--- src/rtl/ysyx_22040750_mem_arbiter_pkg.sv ---
// Shared encodings for the IF/MEM memory-port arbiter.
package ysyx_22040750_mem_arbiter_pkg;

   typedef enum logic [1:0] {
      S_IDLE = 2'd0,
      S_REQ  = 2'd1,
      S_RESP = 2'd2
   } arb_state_e;

   typedef enum logic {
      OWN_IF  = 1'b0,
      OWN_MEM = 1'b1
   } arb_owner_e;

   // Instruction fetch always reads a full 64-bit word with no sign extension.
   localparam logic [8:0] IF_RSTRB = 9'h0FF;

endpackage

--- src/rtl/ysyx_22040750_arb_timeout.sv ---
// Saturating transaction watchdog: cleared on load, counts while enabled,
// and flags expiry once the count reaches TIMEOUT.
module ysyx_22040750_arb_timeout #(
   parameter int unsigned TIMEOUT = 255
) (
   input  logic I_sys_clk,
   input  logic I_rst_n,
   input  logic I_load,
   input  logic I_en,
   output logic O_expired
);

   localparam int unsigned CW = (TIMEOUT < 1) ? 1 : $clog2(TIMEOUT + 1);
   localparam logic [CW-1:0] LIMIT = CW'(TIMEOUT);

   logic [CW-1:0] cnt;

   always_ff @(posedge I_sys_clk or negedge I_rst_n) begin
      if (!I_rst_n) begin
         cnt <= '0;
      end else if (I_load) begin
         cnt <= '0;
      end else if (I_en && (cnt != LIMIT)) begin
         cnt <= cnt + 1'b1;
      end
   end

   assign O_expired = (cnt == LIMIT);

endmodule

--- src/rtl/ysyx_22040750_mem_arbiter.sv ---
// Two-master (IF read-only, MEM read/write) arbiter onto a single memory port,
// one transaction outstanding, MEM has fixed priority, timeout recovery.
module ysyx_22040750_mem_arbiter
   import ysyx_22040750_mem_arbiter_pkg::*;
#(
   parameter int unsigned AW      = 32,
   parameter int unsigned DW      = 64,
   parameter int unsigned TIMEOUT = 255
) (
   input  logic              I_sys_clk,
   input  logic              I_rst_n,
   input  logic              I_if_rd_en,
   input  logic [AW-1:0]     I_if_addr,
   output logic              O_if_ready,
   output logic              O_if_rvalid,
   output logic [DW-1:0]     O_if_rdata,
   input  logic              I_mem_rd_en,
   input  logic              I_mem_wr_en,
   input  logic [AW-1:0]     I_mem_addr,
   input  logic [DW-1:0]     I_mem_wdata,
   input  logic [DW/8-1:0]   I_mem_wstrb,
   input  logic [DW/8:0]     I_mem_rstrb,
   output logic              O_mem_ready,
   output logic              O_mem_rvalid,
   output logic              O_mem_bvalid,
   output logic [DW-1:0]     O_mem_rdata,
   output logic              O_bus_rd_en,
   output logic              O_bus_wr_en,
   output logic [AW-1:0]     O_bus_addr,
   output logic [DW-1:0]     O_bus_wdata,
   output logic [DW/8-1:0]   O_bus_wstrb,
   output logic [DW/8:0]     O_bus_rstrb,
   input  logic              I_bus_ready,
   input  logic              I_bus_rvalid,
   input  logic              I_bus_bvalid,
   input  logic [DW-1:0]     I_bus_rdata,
   output logic              O_err
);

   localparam int unsigned RW = DW/8 + 1;

   arb_state_e      state;
   arb_owner_e      owner_q;
   logic            is_wr_q;
   logic            bus_rd_q;
   logic            bus_wr_q;
   logic [AW-1:0]   addr_q;
   logic [DW-1:0]   wdata_q;
   logic [DW/8-1:0] wstrb_q;
   logic [RW-1:0]   rstrb_q;
   logic            err_q;

   logic idle, busy, mem_req, grant_mem, grant_if;
   logic expired, rsp_match, rsp_window, rsp_fire, to_fire, done;
   logic pulse_rd, pulse_wr, spurious, err_set;

   assign idle    = (state == S_IDLE);
   assign busy    = !idle;
   assign mem_req = I_mem_rd_en | I_mem_wr_en;

   // Grants are combinational and suppressed while reset is held.
   assign grant_mem = I_rst_n & idle & mem_req;
   assign grant_if  = I_rst_n & idle & ~mem_req & I_if_rd_en;

   ysyx_22040750_arb_timeout #(
      .TIMEOUT (TIMEOUT)
   ) u_timeout (
      .I_sys_clk (I_sys_clk),
      .I_rst_n   (I_rst_n),
      .I_load    (grant_mem | grant_if),
      .I_en      (busy),
      .O_expired (expired)
   );

   // A genuine response in RESP beats a timeout in the same cycle; in REQ the timeout wins.
   assign rsp_match  = is_wr_q ? I_bus_bvalid : I_bus_rvalid;
   assign rsp_window = (state == S_RESP) | ((state == S_REQ) & I_bus_ready);
   assign to_fire    = busy & expired & ~((state == S_RESP) & rsp_match);
   assign rsp_fire   = rsp_window & rsp_match & ~to_fire;
   assign done       = rsp_fire | to_fire;
   assign pulse_rd   = done & ~is_wr_q;
   assign pulse_wr   = done & is_wr_q;

   assign spurious = (I_bus_rvalid & ~(rsp_fire & ~is_wr_q)) |
                     (I_bus_bvalid & ~(rsp_fire & is_wr_q));
   assign err_set  = spurious | to_fire | (grant_mem & I_mem_rd_en & I_mem_wr_en);

   assign O_if_ready   = grant_if;
   assign O_mem_ready  = grant_mem;
   assign O_if_rvalid  = pulse_rd & (owner_q == OWN_IF);
   assign O_mem_rvalid = pulse_rd & (owner_q == OWN_MEM);
   assign O_mem_bvalid = pulse_wr & (owner_q == OWN_MEM);
   assign O_if_rdata   = (O_if_rvalid & rsp_fire) ? I_bus_rdata : '0;
   assign O_mem_rdata  = (O_mem_rvalid & rsp_fire) ? I_bus_rdata : '0;

   assign O_bus_rd_en = bus_rd_q & ~expired;
   assign O_bus_wr_en = bus_wr_q & ~expired;
   assign O_bus_addr  = addr_q;
   assign O_bus_wdata = wdata_q;
   assign O_bus_wstrb = wstrb_q;
   assign O_bus_rstrb = rstrb_q;
   assign O_err       = err_q;

   always_ff @(posedge I_sys_clk or negedge I_rst_n) begin
      if (!I_rst_n) begin
         state    <= S_IDLE;
         owner_q  <= OWN_IF;
         is_wr_q  <= 1'b0;
         bus_rd_q <= 1'b0;
         bus_wr_q <= 1'b0;
         addr_q   <= '0;
         wdata_q  <= '0;
         wstrb_q  <= '0;
         rstrb_q  <= '0;
         err_q    <= 1'b0;
      end else begin
         err_q <= err_q | err_set;
         case (state)
            S_IDLE: begin
               if (grant_mem) begin
                  owner_q  <= OWN_MEM;
                  is_wr_q  <= I_mem_wr_en;
                  bus_wr_q <= I_mem_wr_en;
                  bus_rd_q <= ~I_mem_wr_en;
                  addr_q   <= I_mem_addr;
                  wdata_q  <= I_mem_wdata;
                  wstrb_q  <= I_mem_wstrb;
                  rstrb_q  <= I_mem_rstrb;
                  state    <= S_REQ;
               end else if (grant_if) begin
                  owner_q  <= OWN_IF;
                  is_wr_q  <= 1'b0;
                  bus_wr_q <= 1'b0;
                  bus_rd_q <= 1'b1;
                  addr_q   <= I_if_addr;
                  wdata_q  <= '0;
                  wstrb_q  <= '0;
                  rstrb_q  <= RW'(IF_RSTRB);
                  state    <= S_REQ;
               end
            end
            S_REQ: begin
               if (to_fire) begin
                  bus_rd_q <= 1'b0;
                  bus_wr_q <= 1'b0;
                  state    <= S_IDLE;
               end else if (I_bus_ready) begin
                  bus_rd_q <= 1'b0;
                  bus_wr_q <= 1'b0;
                  state    <= rsp_fire ? S_IDLE : S_RESP;
               end
            end
            S_RESP: begin
               if (done) begin
                  state <= S_IDLE;
               end
            end
            default: state <= S_IDLE;
         endcase
      end
   end

endmodule

--- config.mk ---
export PLATFORM = sky130hd
export DESIGN_NAME = ysyx_22040750_mem_arbiter
export DESIGN_NICKNAME = d
export VERILOG_FILES = /design/src/rtl/ysyx_22040750_mem_arbiter_pkg.sv /design/src/rtl/ysyx_22040750_arb_timeout.sv /design/src/rtl/ysyx_22040750_mem_arbiter.sv
export SDC_FILE = /design/constraint.sdc
export NUM_CORES = 1
export LEC_CHECK = 0
export BUFFER_PORTS_ARGS = -buffer_cell sky130_fd_sc_hd__buf_2
export CAP_MARGIN = 40
export CORE_AREA = 4 4 182 184
export DETAILED_ROUTE_END_ITERATION = 16
export DIE_AREA = 0 0 186 188
export PLACE_DENSITY_LB_ADDON = 0.3
export SLEW_MARGIN = 20
export SYNTH_ARGS = -nofsm -noshare
export SYNTH_HDL_FRONTEND = slang
export SYNTH_HIERARCHICAL = 1
export SYNTH_SLANG_ARGS = --single-unit
--- constraint.sdc ---
create_clock -name I_sys_clk -period 2.27 [get_ports I_sys_clk]
set_input_delay 0.1135 -clock I_sys_clk [delete_from_list [all_inputs] [get_ports I_sys_clk]]
set_output_delay 0.1135 -clock I_sys_clk [all_outputs]
set_load 0.02 [all_outputs]
==> results.yml <==
synthesis:
  ys_types: 51
  postSynthCellCount: 528
  yosys_warnings: 6
  synth_edf_count: 0
  yosysSeqAreaShare_pct: 52.5
  synth_ff_type: "dfrtp_1"
  avgSynthCellArea_sq_um: 11.6
  ys_ff_latch: 128
  syn_area_sq_um: 6100
  asyncSetResetFlopFracSynth_pct: 100
  syn_nets: 746
timing:
  slew_headroom_pct: 55.2
  holdWs_ns: 0.0184
  post-route-min-period_ns: 2.46
  timing.fmax_mhz: 406
  hold_viol: 0
  worst_pin_slew_ns: 0.671
  fin_skew_ns: 0.0156
  setup-violations-final: 129
  worst_slack_ns: -0.192
  fin_crit_sh_pct: 108
  rsz0062_at_grt: "true"
  maxSlewViolCount: 0
worst_setup_path:
  path_max_fanout: 32
  worst_ep_arrival_time_ns: 2.35
  end_kind: "output pin"
  required_ns: 2.16
  reg2reg_from: "u_timeout/cnt[1]"
  r2r-end: "u_timeout/cnt[4]"
  worst_r2r_path_depth: 14
  criticalPathCategory: "reg -> out"
  cp-start-kind: "flop"
  reg2reg_slack_ns: -0.09
power_and_ir_drop:
  sw_frac_of_total_pct: 41.4
  power_frac_comb_pct: 47.3
  ir_worst_vdd_v: 0.000707
  p_seq_share_pct: 31.1
  p_switching_mw: 5.27
  power_mw: 12.7
  powerDensity_nw_per_um2: 1070
  leakage_nw: 5.90
  p_int_mw: 7.45
  power_frac_clock_pct: 21.6
floorplanning:
  coreArea_sq_um: 31400
  die_w_microns: 186
  start_util_pct: 19.4
  dieArea_sq_um: 35000
  die_y_microns: 188
  fp-row-count: 65
  ios: 466
route:
  firstDrtPassIters: 5
  ant_nets: 0
  wl_per_cell_microns: 19.9
  drt_iter0_drc: 247
  routed_wirelength_mm: 30.5
  vias: 6816
  drcViolationCount: 0
  via_per_inst: 4.45
run:
  drv_cap: 0
status:
  violations: "negative setup slack"
  status: "complete, but fails checks"
min_path:
  whs_endpoint: "O_bus_addr[2]"
  hold_path.class: "in -> reg"
  min_from: "I_mem_addr[2]"
  hold_depth: 3
clock_network:
  clkLatencyLatePin_ns: 0.42
  clockBufferDepth: 2
  clk_pin_slew_ns: 0.06
  h-tree-depth: 4
  cts_root_buf: "clkbuf_16"
  cts_tree: "yes"
  cts.sinks: 128
  numCtsBuffers: 17
global_routing:
  grt_max_degree: 98
  grt_usage_pct: 16.3
  antenna_found_initial: 6
  grt_overflow_total: 0
  grt_pass1_vias: 7208
  grt_pass1_wl_mm: 43.6
cells_and_area:
  drive_above_1_share_pct: 55.9
  post-route-util_pct: 37.8
  fin_nets: 1331
  design_area_sq_um: 11900
  synthToLayoutAreaGrowth_pct: 94.3
placed_design:
  dpl_cell_area_sq_um: 8840
  dp_hpwl_mm: 20.6
  post-place-ws_ns: 0.0677
  portBuffers: 465
  gp_congestion: 0.792
## timing repair
item | in CTS | in global routing
pin swaps | 59 | 9
gates resized for setup | 303 | 39
endpoints found under the hold margin | 178 | 0
endpoints found under the setup margin | 129 | 130
gates cloned | 8 | 1
hold buffers | 100 | 0
setup buffers | 24 | 5
## critical path: stages (launching register included)
cell	delay [ns]
dfrtp_1	0.41
ha_4	0.18
nand3_4	0.07
nor2_2	0.04
nand4bb_4	0.22
buf_6	0.15
a211oi_4	0.19
buf_6	0.16
buf_12	0.17
and2_1	0.18
buf_6	0.13
## cells in the mapped netlist, types with 2 or more instances
library cell    n  area (sq um)
nor3_1          2          10.0
and3_1          2          12.5
buf_6           6          67.6
a211oi_4        2          40.0
o2bb2ai_1      32           280
a22o_1         74           648
o31ai_1         2          15.0
a211oi_1        5          37.5
o22a_1          8          70.1
inv_1           4          15.0
nor2_1          5          18.8
o211ai_1        2          15.0
buf_2           6          30.0
and2_1        129           807
clkbuf_2       12          60.1
nand3_1         3          15.0
o21ai_0         6          30.0
a21oi_1         5          25.0
inv_2           2          7.51
dfrtp_1       128          3200
nor2b_1         4          25.0
nand2b_1        6          37.5
nand2_1         6          22.5
a22oi_1        32           240
buf_4           6          45.0
clkbuf_1       14          52.6
## cells by family after synthesis
family	count (synthesis)	share of synthesized area (%)
AO/OA/AOI/OAI	176	24.2
AND/OR/NAND/NOR	169	17.8
adder cells (fa/ha/maj)	1	0.205
buffers and inverters	50	4.55
multiplexers	4	0.779
flip-flops	128	52.5
## power groups by stage
stage / combinational, mW / clock [mW] / sequential [mW]
6_report: 6.02 / 2.75 / 3.95
3_5_place_dp: 5.28 / 0 / 3.89
2_1_floorplan: 2.14 / 0 / 5.00
4_1_cts: 5.96 / 2.83 / 3.93
3_3_place_gp: 5.20 / 0 / 3.95
5_1_grt: 6.42 / 2.94 / 4.08
## worst max path at each step
| stage | startpoint | depth (start not counted) | slack [ns] | endpoint |
|---|---|---|---|---|
| 6_report | u_timeout/cnt[1] | 10 | -0.19 | O_if_rdata[58] |
| 5_1_grt | u_timeout/cnt[1] | 11 | -0.29 | O_mem_rdata[33] |
| 4_1_cts | u_timeout/cnt[1] | 10 | -0.20 | O_if_rdata[15] |
| 3_5_place_dp | u_timeout/cnt[0] | 8 | 0.07 | O_mem_rdata[25] |
| 3_3_place_gp | u_timeout/cnt[0] | 8 | 0.11 | O_mem_rdata[25] |
| 2_1_floorplan | u_timeout/cnt[0] | 7 | 0.27 | O_if_rdata[10] |
## metrics by stage
stage	TNS [ns]	instances
after global routing	-30.05	1529
final	-16.58	1531
after floorplan	0	528
after CTS	-22.14	1527
after global placement	0	1363
after detailed placement	0	1363
## cell type report
type | instances | area (sq um)
diodes | 3 | 7.51
clock buffers | 18 | 439
clock inverters | 14 | 148
fillers | 3073 | 19500
inverters | 6 | 22.5
multi-input cells | 350 | 2830
flip-flops and latches | 128 | 3200
well taps | 402 | 503
repair buffers | 610 | 4700
## registers in the layout, summed over array words and instances, names as in the netlist
| name | cells |
|---|---|
| O_bus_wdata | 64 |
| O_bus_addr | 32 |
| O_bus_rstrb | 9 |
| O_bus_wstrb | 8 |
| u_timeout/cnt | 8 |
| state | 2 |
| O_err | 1 |
| bus_rd_q | 1 |
| bus_wr_q | 1 |
| is_wr_q | 1 |
| owner_q | 1 |
## cells in the final DEF, fill, tap and decap left out, types with 7 or more instances in the layout
cell / count
and2_4: 68
buf_16: 7
clkbuf_16: 18
a22oi_1: 32
buf_4: 33
dlygate4sd3_1: 100
a22o_1: 74
o22a_1: 8
and2_1: 61
buf_6: 126
o2bb2ai_1: 32
buf_2: 336
dfrtp_1: 127
## layer usage
layer	vias to the layer above	global-route usage (%)	share of wire, %
li1	3120	-	-
met1	3305	16.8	36
met2	348	30.9	54
met3	35	4.87	7.9
met4	8	5.66	2.4
met5	-	0	0.17
Note: power is estimated with default switching activity, not from simulation.
